### src/rtl/elevator_pkg.sv
// Shared state encoding, default sizing and floor-vector helpers for the elevator scheduler.
// Helpers work on a fixed 32-bit vector; callers zero-extend N-bit floor vectors and truncate results.
package elevator_pkg;
    localparam int N_DEF      = 4;
    localparam int DWELL_DEF  = 3;
    localparam int MAX_FLOORS = 32;

    typedef logic [MAX_FLOORS-1:0] fvec_t;

    typedef enum logic [1:0] {
        ST_IDLE = 2'd0,
        ST_UP   = 2'd1,
        ST_DOWN = 2'd2,
        ST_DOOR = 2'd3
    } state_t;

    function automatic int onehot_to_idx(input fvec_t v);
        int idx;
        idx = 0;
        for (int i = 0; i < MAX_FLOORS; i++) begin
            if (v[i]) idx = i;
        end
        return idx;
    endfunction

    // Bits strictly above a one-hot position; an all-zero position yields no bits.
    function automatic fvec_t above_mask(input fvec_t v);
        return ~((v << 1) - fvec_t'(1));
    endfunction

    function automatic fvec_t below_mask(input fvec_t v);
        return v - fvec_t'(1);
    endfunction

    function automatic logic is_onehot(input fvec_t v);
        return (v != '0) && ((v & (v - fvec_t'(1))) == '0);
    endfunction
endpackage

### src/rtl/elevator_req_latch.sv
// Pending-request register: merges hall and car presses, clears the served floor on request.
// Press to pending bit is one cycle; here/above/below masks are combinational from the register.
module elevator_req_latch
    import elevator_pkg::*;
#(
    parameter int N = N_DEF
) (
    input  logic         clk,
    input  logic         rst_n,
    input  logic [N-1:0] i_button_out,
    input  logic [N-1:0] i_button_in,
    input  logic [N-1:0] i_current_floor,
    input  logic         i_clr_en,
    output logic [N-1:0] o_pending,
    output logic [N-1:0] o_here,
    output logic [N-1:0] o_above,
    output logic [N-1:0] o_below
);
    logic [N-1:0] r_pending;
    logic [N-1:0] w_clear;

    assign w_clear = i_clr_en ? i_current_floor : '0;

    // Clear wins over a same-cycle press so a press at the served floor is absorbed by the stop.
    always_ff @(posedge clk) begin
        if (!rst_n) begin
            r_pending <= '0;
        end else begin
            r_pending <= (r_pending | i_button_out | i_button_in) & ~w_clear;
        end
    end

    assign o_pending = r_pending;
    assign o_here    = r_pending & i_current_floor;
    assign o_above   = r_pending & N'(above_mask(fvec_t'(i_current_floor)));
    assign o_below   = r_pending & N'(below_mask(fvec_t'(i_current_floor)));
endmodule

### src/rtl/elevator_scheduler.sv
// SCAN-policy elevator scheduler: latches calls, sequences move/door commands, owns door dwell.
// Moore outputs, registered one cycle after the state decision; an invalid position freezes the FSM.
module elevator_scheduler
    import elevator_pkg::*;
#(
    parameter int N     = N_DEF,
    parameter int DWELL = DWELL_DEF
) (
    input  logic         clk,
    input  logic         rst_n,
    input  logic [N-1:0] button_out,
    input  logic [N-1:0] button_in,
    input  logic [N-1:0] current_floor,
    input  logic         floor_valid,
    output logic         move_up,
    output logic         move_down,
    output logic         door_open,
    output logic [N-1:0] pending,
    output logic         dir_up
);
    localparam int             CW         = $clog2(DWELL + 1);
    localparam logic [CW-1:0]  DWELL_LOAD = CW'(DWELL - 1);

    state_t        r_state;
    state_t        w_nxt;
    logic [CW-1:0] r_dwell;
    logic          r_move_up;
    logic          r_move_down;
    logic          r_door_open;
    logic          r_dir_up;

    logic [N-1:0]  w_here;
    logic [N-1:0]  w_above;
    logic [N-1:0]  w_below;
    logic          w_here_any;
    logic          w_above_any;
    logic          w_below_any;
    logic          w_valid_pos;
    logic          w_at_top;
    logic          w_at_bottom;
    logic          w_restart;
    logic          w_expire;
    logic          w_clr_en;
    int            w_floor_idx;

    assign w_valid_pos = is_onehot(fvec_t'(current_floor));
    assign w_floor_idx = onehot_to_idx(fvec_t'(current_floor));
    assign w_at_top    = (w_floor_idx == N - 1);
    assign w_at_bottom = (w_floor_idx == 0);

    assign w_here_any  = |w_here;
    assign w_above_any = |w_above;
    assign w_below_any = |w_below;

    assign w_restart = (r_state == ST_DOOR) && w_valid_pos
                       && |((button_out | button_in) & current_floor);
    assign w_expire  = (r_state == ST_DOOR) && w_valid_pos && !w_restart && (r_dwell == '0);
    assign w_clr_en  = w_valid_pos && ((r_state == ST_DOOR) || (w_nxt == ST_DOOR));

    elevator_req_latch #(
        .N (N)
    ) u_req_latch (
        .clk             (clk),
        .rst_n           (rst_n),
        .i_button_out    (button_out),
        .i_button_in     (button_in),
        .i_current_floor (current_floor),
        .i_clr_en        (w_clr_en),
        .o_pending       (pending),
        .o_here          (w_here),
        .o_above         (w_above),
        .o_below         (w_below)
    );

    always_comb begin
        w_nxt = r_state;
        if (w_valid_pos) begin
            case (r_state)
                ST_IDLE: begin
                    if (w_here_any)       w_nxt = ST_DOOR;
                    else if (w_above_any) w_nxt = ST_UP;
                    else if (w_below_any) w_nxt = ST_DOWN;
                end
                ST_UP: begin
                    if (floor_valid) begin
                        if (w_here_any)        w_nxt = ST_DOOR;
                        else if (!w_above_any) w_nxt = w_below_any ? ST_DOWN : ST_IDLE;
                    end
                end
                ST_DOWN: begin
                    if (floor_valid) begin
                        if (w_here_any)        w_nxt = ST_DOOR;
                        else if (!w_below_any) w_nxt = w_above_any ? ST_UP : ST_IDLE;
                    end
                end
                ST_DOOR: begin
                    // Keep sweeping the current direction before reversing.
                    if (w_expire) begin
                        if (r_dir_up)
                            w_nxt = w_above_any ? ST_UP : (w_below_any ? ST_DOWN : ST_IDLE);
                        else
                            w_nxt = w_below_any ? ST_DOWN : (w_above_any ? ST_UP : ST_IDLE);
                    end
                end
                default: w_nxt = ST_IDLE;
            endcase
        end
    end

    always_ff @(posedge clk) begin
        if (!rst_n) begin
            r_state     <= ST_IDLE;
            r_dwell     <= '0;
            r_move_up   <= 1'b0;
            r_move_down <= 1'b0;
            r_door_open <= 1'b0;
            r_dir_up    <= 1'b1;
        end else begin
            r_state <= w_nxt;

            if (w_valid_pos && (w_nxt == ST_DOOR) && ((r_state != ST_DOOR) || w_restart))
                r_dwell <= DWELL_LOAD;
            else if ((r_state == ST_DOOR) && w_valid_pos && (r_dwell != '0))
                r_dwell <= r_dwell - CW'(1);

            if (w_nxt == ST_UP)        r_dir_up <= 1'b1;
            else if (w_nxt == ST_DOWN) r_dir_up <= 1'b0;

            r_move_up   <= w_valid_pos && (w_nxt == ST_UP)   && !w_at_top;
            r_move_down <= w_valid_pos && (w_nxt == ST_DOWN) && !w_at_bottom;
            r_door_open <= w_valid_pos && (w_nxt == ST_DOOR);
        end
    end

    assign move_up   = r_move_up;
    assign move_down = r_move_down;
    assign door_open = r_door_open;
    assign dir_up    = r_dir_up;
endmodule
### config.mk
export PLATFORM = sky130hd
export DESIGN_NAME = elevator_scheduler
export DESIGN_NICKNAME = d
export VERILOG_FILES = /design/src/rtl/elevator_pkg.sv /design/src/rtl/elevator_req_latch.sv /design/src/rtl/elevator_scheduler.sv
export SDC_FILE = /design/constraint.sdc
export NUM_CORES = 1
export LEC_CHECK = 0
export ABC_AREA = 1
export BUFFER_PORTS_ARGS = -buffer_cell sky130_fd_sc_hd__buf_2
export CORE_UTILIZATION = 45
export CTS_BUF_LIST = sky130_fd_sc_hd__clkbuf_8
export DETAILED_ROUTE_END_ITERATION = 8
export HOLD_SLACK_MARGIN = 0.12
export PLACE_DENSITY = 0.77
export SLEW_MARGIN = 10
export SYNTH_ARGS = -nofsm -noshare
export SYNTH_HDL_FRONTEND = slang
export SYNTH_SLANG_ARGS = --single-unit
### constraint.sdc
create_clock -name clk -period 3.2 [get_ports clk]
set_input_delay 0.32 -clock clk [delete_from_list [all_inputs] [get_ports clk]]
set_output_delay 0.32 -clock clk [all_outputs]
set_load 0.005 [all_outputs]
# Word-level counts from Yosys, hierarchy flattened
# Cells that the tools add are included.
# Widths: inputs -> output; s select.
dict set report word_totals {
  inputBits 15
  output_inout_bits 8
  ff_bits 12
}
dict set report op_classes {
  eq_ne 8
  bitwise 12
  mux 23
  n_reduce_logical 31
  add_sub_neg 3
}
# cell count
set ops {}
lappend ops {{$logic_not 32->1} 2}
lappend ops {{$mux 32} 2}
lappend ops {{$mux 2} 17}
lappend ops {{$and 4x32->32} 1}
lappend ops {{$eq 32x3->1 const B} 1}
lappend ops {{$and 4x4->4} 5}
lappend ops {{$reduce_or 4->1} 4}
lappend ops {{$logic_and 1x1->1} 13}
lappend ops {{$or 4x4->4} 3}
lappend ops {{$eq 2x2->1 const B} 4}
lappend ops {{$not 4->4} 2}
lappend ops {{$pmux 2 s4} 1}
lappend ops {{$sub 4x1->5 const B} 1}
lappend ops {{$eq 2x1->1 const B} 2}
lappend ops {{$logic_not 2->1} 2}
lappend ops {{$mux 4} 1}
lappend ops {{$reduce_bool 2->1} 2}
lappend ops {{$reduce_bool 4->1} 1}
lappend ops {{$reduce_or 2->1} 2}
lappend ops {{$sub 4x1->4 const B} 1}
lappend ops {{$logic_not 1->1} 3}
lappend ops {{$logic_or 1x1->1} 2}
lappend ops {{$mux 1} 2}
lappend ops {{$ne 2x2->1 const B} 1}
lappend ops {{2 further kinds} 2}

# Longest topological paths before layout
# Gate-level depths: netlist (run 1).
dict set report depth {
  depth_word 18
  mapped_depth 16
  depth_no_buf 16
}

# Modules after synthesis
# Synthesis (run 1) repeated with hierarchy kept, for this count alone.
dict set report hier_totals {
  hier_cells 154
  area_unflattened_um2 917.1
}
# module area_each_um2 instances cells_each seq_area_each_um2
set by_module_without_submodules {}
lappend by_module_without_submodules {elevator_scheduler 638.1 1 105 160.2}
lappend by_module_without_submodules {elevator_req_latch 279.0 1 49 80.1}

# Worst setup path before layout (run 1)
# No wires, ideal clock.
dict set report synth_timing {
  path_type {input to register}
  start {input port current_floor[0]}
  end {register r_dir_up (netlist: dir_up)}
  t_arrival_ps 1846
  n_path_buf 0
  path_slack_ps 1224
  stages 14
  required_ps 3070
  cell_sequence {inv_1 -> ha_1 -> inv_1 -> ha_1 -> nand2_1 -> nand3_1 -> inv_1 -> nand2_1 -> o21ai_0 -> nand3_2 -> nand2_2 -> nand3_1 -> nand2_1 -> nand3_1}
}
dict set report synth_via {
  elab_chain_len 14
  word_cells_on_any_way 40
  classes_between {2 x add/sub; 2 x eq/ne; 17 x mux; 6 x bitwise; 13 x reduce/logical}
}
# element line
set synth_rtl {}
lappend synth_rtl {{from (decl)} elevator_scheduler.sv:13} ;# input logic [N-1:0] current_floor,
lappend synth_rtl {{$sub 4x1->5} elevator_pkg.sv:32} ;# return v - fvec_t'(1);
lappend synth_rtl {{$and 4x32->32} elevator_pkg.sv:36} ;# return (v != '0) && ((v & (v - fvec_t'(1))) == '0);
lappend synth_rtl {{$logic_not 32->1} elevator_pkg.sv:36}
lappend synth_rtl {{$logic_and 1x1->1} elevator_pkg.sv:36}
lappend synth_rtl {{$logic_and 1x1->1} {elevator_scheduler.sv:55, elevator_scheduler.sv:57}}
lappend synth_rtl {{$logic_and 1x1->1} elevator_scheduler.sv:56} ;# && |((button_out | button_in) & current_floor);
lappend synth_rtl {{$logic_not 1->1} elevator_scheduler.sv:57} ;# assign w_expire = (r_state == ST_DOOR) && w_valid_pos && !w_restart && (r_dwell == '0);
lappend synth_rtl {{$logic_and 1x1->1 (2 in a row)} elevator_scheduler.sv:57}
lappend synth_rtl {{$mux 2} elevator_scheduler.sv:98} ;# if (w_expire) begin
lappend synth_rtl {{$pmux 2 s4} elevator_scheduler.sv:78} ;# case (r_state)
lappend synth_rtl {{$mux 2 *} elevator_scheduler.sv:77} ;# if (w_valid_pos) begin
lappend synth_rtl {{$eq 2x1->1} elevator_scheduler.sv:126} ;# if (w_nxt == ST_UP) r_dir_up <= 1'b1;
lappend synth_rtl {{$reduce_or 2->1 (no line)} n/a}
lappend synth_rtl {{to (signal assigned)} elevator_scheduler.sv:117} ;# r_dir_up <= 1'b1;
lappend synth_rtl {{to (signal assigned)} elevator_scheduler.sv:126}
lappend synth_rtl {{to (signal assigned)} elevator_scheduler.sv:127} ;# else if (w_nxt == ST_DOWN) r_dir_up <= 1'b0;
lappend synth_rtl {{to (decl)} elevator_scheduler.sv:30} ;# logic r_dir_up;
# Every way passes the cells marked *; elsewhere a longest branch is shown, timed or not.
# A chain may end at the register's enable or synchronous reset.

# Worst setup path after layout (run 1)
# Same ends and word-level chain as after synthesis.

==> results of run 1 <==
[metal layers]
| metal | track usage (%) | part of all wire, % | up-vias |
|---|---|---|---|
| li1 | - | - | 492 |
| met1 | 28.2 | 49 | 396 |
| met2 | 34.1 | 47 | 12 |
| met3 | 4.71 | 2.5 | 5 |
| met4 | 13.5 | 2.1 | 0 |
| met5 | 0 | 0 | - |
[cell usage in the layout (no fill, tap or decap), drive strengths merged]
master / synthesis / routed
dfxtp: 12 / 12
clkinv: 1 / 1
buf: 0 / 22
clkbuf: 1 / 3
nor2: 22 / 22
ha: 5 / 5
xor2: 1 / 1
a21oi: 9 / 9
or2: 2 / 2
inv: 22 / 22
nand2: 42 / 42
o21ai: 8 / 8
o31ai: 2 / 2
nor3: 2 / 2
nand4: 2 / 2
nand3: 10 / 10
[worst max-delay path: stages]
cell	delay [ps]
buf_2	130
inv_1	120
ha_1	250
inv_1	60
ha_1	290
nand2_1	80
nand3_1	140
inv_1	100
nand2_1	70
o21ai_0	200
nand3_2	140
nand2_2	100
nand2_1	60
nand2_1	80
nand3_1	80
[power groups by stage]
stage               Combinational (W)  Sequential, W  Clock, W
detailed placement           0.000116       0.000174         0
global placement             0.000113       0.000174         0
global route                 0.000133       0.000173  0.000146
CTS                          0.000116       0.000171  0.000141
finish                       0.000116       0.000171  0.000138
floorplan                   0.0000807       0.000172         0
[logic make-up after synthesis]
kind of cell / synth area share [%]
AO/OA/AOI/OAI: 12.8
XOR/XNOR: 1.00
adder cells (fa/ha/maj): 7.16
buffers and inverters: 10.3
flip-flops: 27.5
AND/OR/NAND/NOR: 41.3
[metrics by stage]
| step | utilization [%] | cells |
|---|---|---|
| detailed placement | 57.3 | 187 |
| floorplan | - | 141 |
| global route | 59.6 | 190 |
| CTS | 59.6 | 190 |
| global placement | 57.3 | 187 |
| finish | 59.6 | 190 |
[worst max-delay path by stage]
stage,from,to,slack [ps],depth (start not counted)
6_report,current_floor[0],dir_up,1120,15
5_1_grt,current_floor[0],u_req_latch.o_pending[0],880,17
4_1_cts,current_floor[0],dir_up,1100,15
3_5_place_dp,current_floor[0],dir_up,840,15
3_3_place_gp,current_floor[0],u_req_latch.o_pending[0],940,17
2_1_floorplan,current_floor[0],dir_up,1220,14
[sequential cells by signal, indices dropped and copies added (netlist names)]
name / flops
door_open: 1
r_dwell: 2
dir_up: 1
u_req_latch.o_pending: 4
move_down: 1
move_up: 1
r_state: 2
[cell type report]
type	count	area, um2
sequential	12	240
clock buffer	3	41.3
multi-input combinational	105	543
tap	25	31.3
fill	176	712
inverter	23	86.3
timing repair buffer	22	110
==> impl_metrics.yaml, run 1 <==
yosys:
  synth_area_leader_cell: "dfxtp_1"
  yosys-top-cells-count: "nand2_1 (38), inv_1 (21), nor2_1 (18), dfxtp_1 (12)"
  synth.cell_area_um2: 873
  netlist.area_leader.share_pct: 27.5
  synth_cell_types: 23
  synth_edf_count: 0
  synth.avg_cell_area_um2: 6.19
  yosysSeqAreaShare_pct: 27.5
  dominantRegCellSynth: "dfxtp_1"
  synthTopCellsByArea: "dfxtp_1 (28%), nand2_1 (16%), inv_1 (9.0%)"
  syn-num-nets: 161
  ys_seq_elements: 12
  async_flop_share_pct: 0
  yosysWarningCount: 0
  post-synth-top-count-cell: "nand2_1"
  synth_cells: 141
sta:
  hold_viol: 0
  slew_violations: 0
  fmax_mhz: 480
  clock_skew_ps: 7.66
  grt_setup_unrepaired: "false"
  holdWs_ps: 298
  min_period_over_period_pct: 65.1
  finalWorstSetupSlack_ps: 1120
  fin_tns_setup_ps: 0
  period_minus_slack_ps: 2080
  worst_slew_margin_rel_pct: 84.4
  tightest_slew_ps: 233
  setup_viol: 0
die:
  fp.dieH_um: 46.1
  initial_core_util_pct: 49.5
  die_w_um: 46.1
  io_pins: 23
  dieArea_um2: 2120
  rows: 15
  core_region_area_um2: 1760
hold_path:
  min-delay-path-class: "input port to flip-flop"
  whs_path_depth: 2
  min_from: "current_floor[1]"
  whs_endpoint: "u_req_latch.o_pending[1]"
cts:
  cts-resized-gates: 0
  clockBufferDepth: 2
  cts-root-buf: "clkbuf_8"
  cts-buffers-inserted: 3
  clk_pin_slew_ps: 50
  cts_tree: "yes"
  post_cts_buffers: 0
  cts.sinks: 12
  worstSkewPairLatency_ps: 250
  holdBufCountCts: 0
  cts_max_level: 1
cells_and_area:
  antenna_cells: 0
  final_area_um2: 1050
  area_delta_synth_final_pct: 20.5
  drive_gt1_share_pct: 23.0
  final_nets: 187
placed_design:
  placed_cell_area_um2: 1010
  io_buffers: 22
  dp_hpwl_um: 1630
  pre_cts_ws_ps: 845
  gp_congestion: 0.867
worst_setup_path:
  timing.rr.start: "u_req_latch.o_pending[2]"
  required_ps: 3320
  path_max_fanout: 5
  reg2reg_slack_ps: 1660
  crit_path_end_kind: "flip-flop"
  reg2regPathDepth: 10
  critPathKind: "input port to flip-flop"
  r2r_end: "dir_up"
  worstPathArrival_ps: 2210
  critPathLaunchType: "input port"
detailed_routing:
  drt_iter0_markers: 18
  ant_nets: 0
  wire_per_inst_um: 10.4
  wirelength_um: 1970
  drt_first_pass_iters: 4
  drc: 0
  post_drt_via_cell_ratio: 4.76
  vias: 905
grt:
  grt_pass1_wl_um: 3310
  overflow: 0
  antenna_found_initial: 0
  grt_use_total_pct: 22.2
  grt_pass1_vias: 837
  grt_max_degree: 9
power:
  power_w: 0.000426
  p_sw_w: 0.000137
  p_comb_share_pct: 27.3
  powerDensity_nw_per_um2: 404
  clock_power_share_pct: 32.5
  p_leak_nw: 0.536
  p_sw_share_pct: 32.3
  vdd_drop_max_v: 0.000284
  p_seq_share_pct: 40.2
  p_int_w: 0.000288
run:
  drv_cap: 0
status:
  status: "complete, no violations"
Power figures use the tool's default switching activity.
==> run 2, diff against run 1 <==
Settings changed: ABC_AREA 1 to 0, PLACE_DENSITY 0.77 to 0.8.
Clock period 3.2 ns to 1.75 ns, I/O delays scaled along.
==> run 2 against run 1 <==
  * The flow now finishes with violations (setup timing)
  * Clock-buffer cell count up 1
  * Register-to-register slack got worse by 1900 ps
  * Flip-flop and latch count stayed put
  * Critical endpoint is now move_up
  * Critical path depth fell by 5
  * Worst setup slack lost 1500 ps
  * Power increased by 130%
==> impl_metrics.yaml, run 2 <==
sta:
  finalWorstSetupSlack_ps: -374
  fmax_mhz: 471
  grt_setup_unrepaired: "true"
  clock_skew_ps: 3.15
  holdWs_ps: 220
  hold_viol: 0
  period_minus_slack_ps: 2120
  slew_violations: 0
  min_period_over_period_pct: 121
  worst_slew_margin_rel_pct: 73.1
  tightest_slew_ps: 403
  setup_viol: 12
cts:
  clk_pin_slew_ps: 50
  cts_max_level: 1
  worstSkewPairLatency_ps: 240
  cts-root-buf: "clkbuf_8"
  cts-buffers-inserted: 3
  clockBufferDepth: 2
  cts_tree: "yes"
  cts.sinks: 12
  holdBufCountCts: 0
worst_setup_path:
  slowest_stage: "or3_4"
  worstPathArrival_ps: 2280
  cp_cell_sequence: "buf_6, or3_4, ha_4, nor3_2, buf_4, nor2b_1, nand2_1, nor3_1, nor2_1, nor4b_2"
  reg2regPathDepth: 8
  critPathLaunchType: "input port"
  required_ps: 1900
  critPathKind: "input port to flip-flop"
  path_max_fanout: 3
  crit_path_end_kind: "flip-flop"
  slowest_delay_ps: 390
status:
  status: "finished with violations"
  violations: "setup timing"
yosys:
  yosys-top-cells-count: "dfxtp_1 (12), inv_1 (8), a21oi_1 (7), o21ai_0 (7), nor2_1 (6)"
  yosys.area_share.simple_pct: 22.7
  synth_edf_count: 0
  synthMuxAreaShare_pct: 1.17
  synthTopCellsByArea: "dfxtp_1 (28%), ha_1 (7.3%), a21oi_1 (4.1%)"
  syn-num-nets: 119
  post-synth-top-count-cell: "dfxtp_1"
  netlist.area_leader.share_pct: 28.0
  synth_area_leader_cell: "dfxtp_1"
  yosysSeqAreaShare_pct: 28.0
  synth_cells: 99
  synth.avg_cell_area_um2: 8.67
  synth_compound_area_share_pct: 35.7
  async_flop_share_pct: 0
  dominantRegCellSynth: "dfxtp_1"
  synth.cell_area_um2: 858
  ys_seq_elements: 12
  synthAdderAreaFrac_pct: 7.29
  synth_cell_types: 42
  synth_xor_area_share_pct: 1.02
  synth_top_family_by_area: "compound AO/OA/AOI/OAI gates"
  yosysWarningCount: 0
cells_and_area:
  multi_input_area_um2: 676
  layout.cells.most_common: "buf_4"
  area_delta_synth_final_pct: 53.8
  stdcell_count: 171
  drive_gt1_share_pct: 48.6
  antenna_cells: 0
  fin_util_pct: 74.8
  final_nets: 167
  fillCellCount: 116
  layout_common_cells: "buf_4 (22), buf_2 (20), dfxtp_1 (12), a21oi_1 (6), o21ai_0 (6)"
  largest_register_ffs: 4
  layout.area.seq_um2: 240
grt:
  grt_max_degree: 10
  grt_pass1_vias: 938
  grt_use_total_pct: 27.6
  grt_pass1_wl_um: 4180
  antenna_found_initial: 0
  overflow: 0
placed_design:
  gp_congestion: 0.943
  dp_hpwl_um: 2000
  post-place-cells: 163
  io_buffers: 22
run:
  drv_cap: 0
detailed_routing:
  post_drt_via_cell_ratio: 5.70
  drt_iter0_markers: 34
  ant_nets: 0
  vias: 975
  wire_per_inst_um: 14.9
  wirelength_um: 2550
  drt_first_pass_iters: 4
  drc: 0
die:
  initial_core_util_pct: 48.7
  core_region_area_um2: 1760
  die_w_um: 45.7
  dieArea_um2: 2090
  rows: 15
  io_pins: 23
  fp.dieH_um: 45.7
power:
  vdd_drop_max_v: 0.000531
  powerDensity_nw_per_um2: 747
  p_leak_nw: 0.582
hold_path:
  whs_path_depth: 3
  min-delay-path-class: "input port to flip-flop"
-- run 2: kinds of logic after synthesis --
family | Yosys count
AO/OA/AOI/OAI | 41
XOR/XNOR | 1
adder cells (fa/ha/maj) | 5
buffers and inverters | 9
multiplexers | 1
AND/OR/NAND/NOR | 30
flip-flops | 12
-- run 2: final timing paths --
| check | from | to | slack (ps) |
|---|---|---|---|
| max reg2reg | u_req_latch.o_pending[1] | move_down | -230 |
| min reg2reg | dir_up | dir_up | 540 |
| max | current_floor[2] | move_up | -370 |
| min | button_out[0] | u_req_latch.o_pending[0] | 220 |
-- run 2: repair_timing --
action	in CTS	in global routing
buffers inserted	2	2
pin swaps	7	2
hold endpoints to repair	0	0
gates resized for setup	12	3
endpoints found under the setup margin	12	12
-- run 2: where the power goes --
part           internal [W]  total, W  switching (W)
registers          0.000299  0.000323      0.0000245
logic              0.000177  0.000361       0.000184
clock network      0.000199  0.000302       0.000103
-- run 2: through the flow --
step / setup WS (ps) / area, um2 / power, W / TNS (ps)
after floorplan: -323 / 901 / 0.000511 / -2640
after detailed placement: -651 / 1170 / 0.000639 / -7380
after CTS: -308 / 1290 / 0.000962 / -3070
after global placement: -631 / 1170 / 0.000629 / -6800
after global routing: -464 / 1320 / 0.00103 / -4670
final: -374 / 1320 / 0.000986 / -3710
-- run 2: final cells by class --
cell class                 count  area share, %
tap                           25           2.37
clock buffer                   4           4.17
multi-input combinational     78           51.2
inverter                       8           2.27
sequential                    12           18.2
timing repair buffer          44           21.8
-- run 2: layer usage --
layer | vias to the layer above | global-route usage, % | wire [um]
met4 | 0 | 5.45 | 14
met5 | - | 0 | 0
li1 | 480 | - | -
met2 | 34 | 45.7 | 1210
met1 | 457 | 37.6 | 1190
met3 | 4 | 4.37 | 131
-- run 2: critical path, delay by kind of cell --
kind / cells / cell delay [ps]
buf+inv: 2 / 240
fa+ha+maj: 1 / 160
simple gates: 7 / 1680
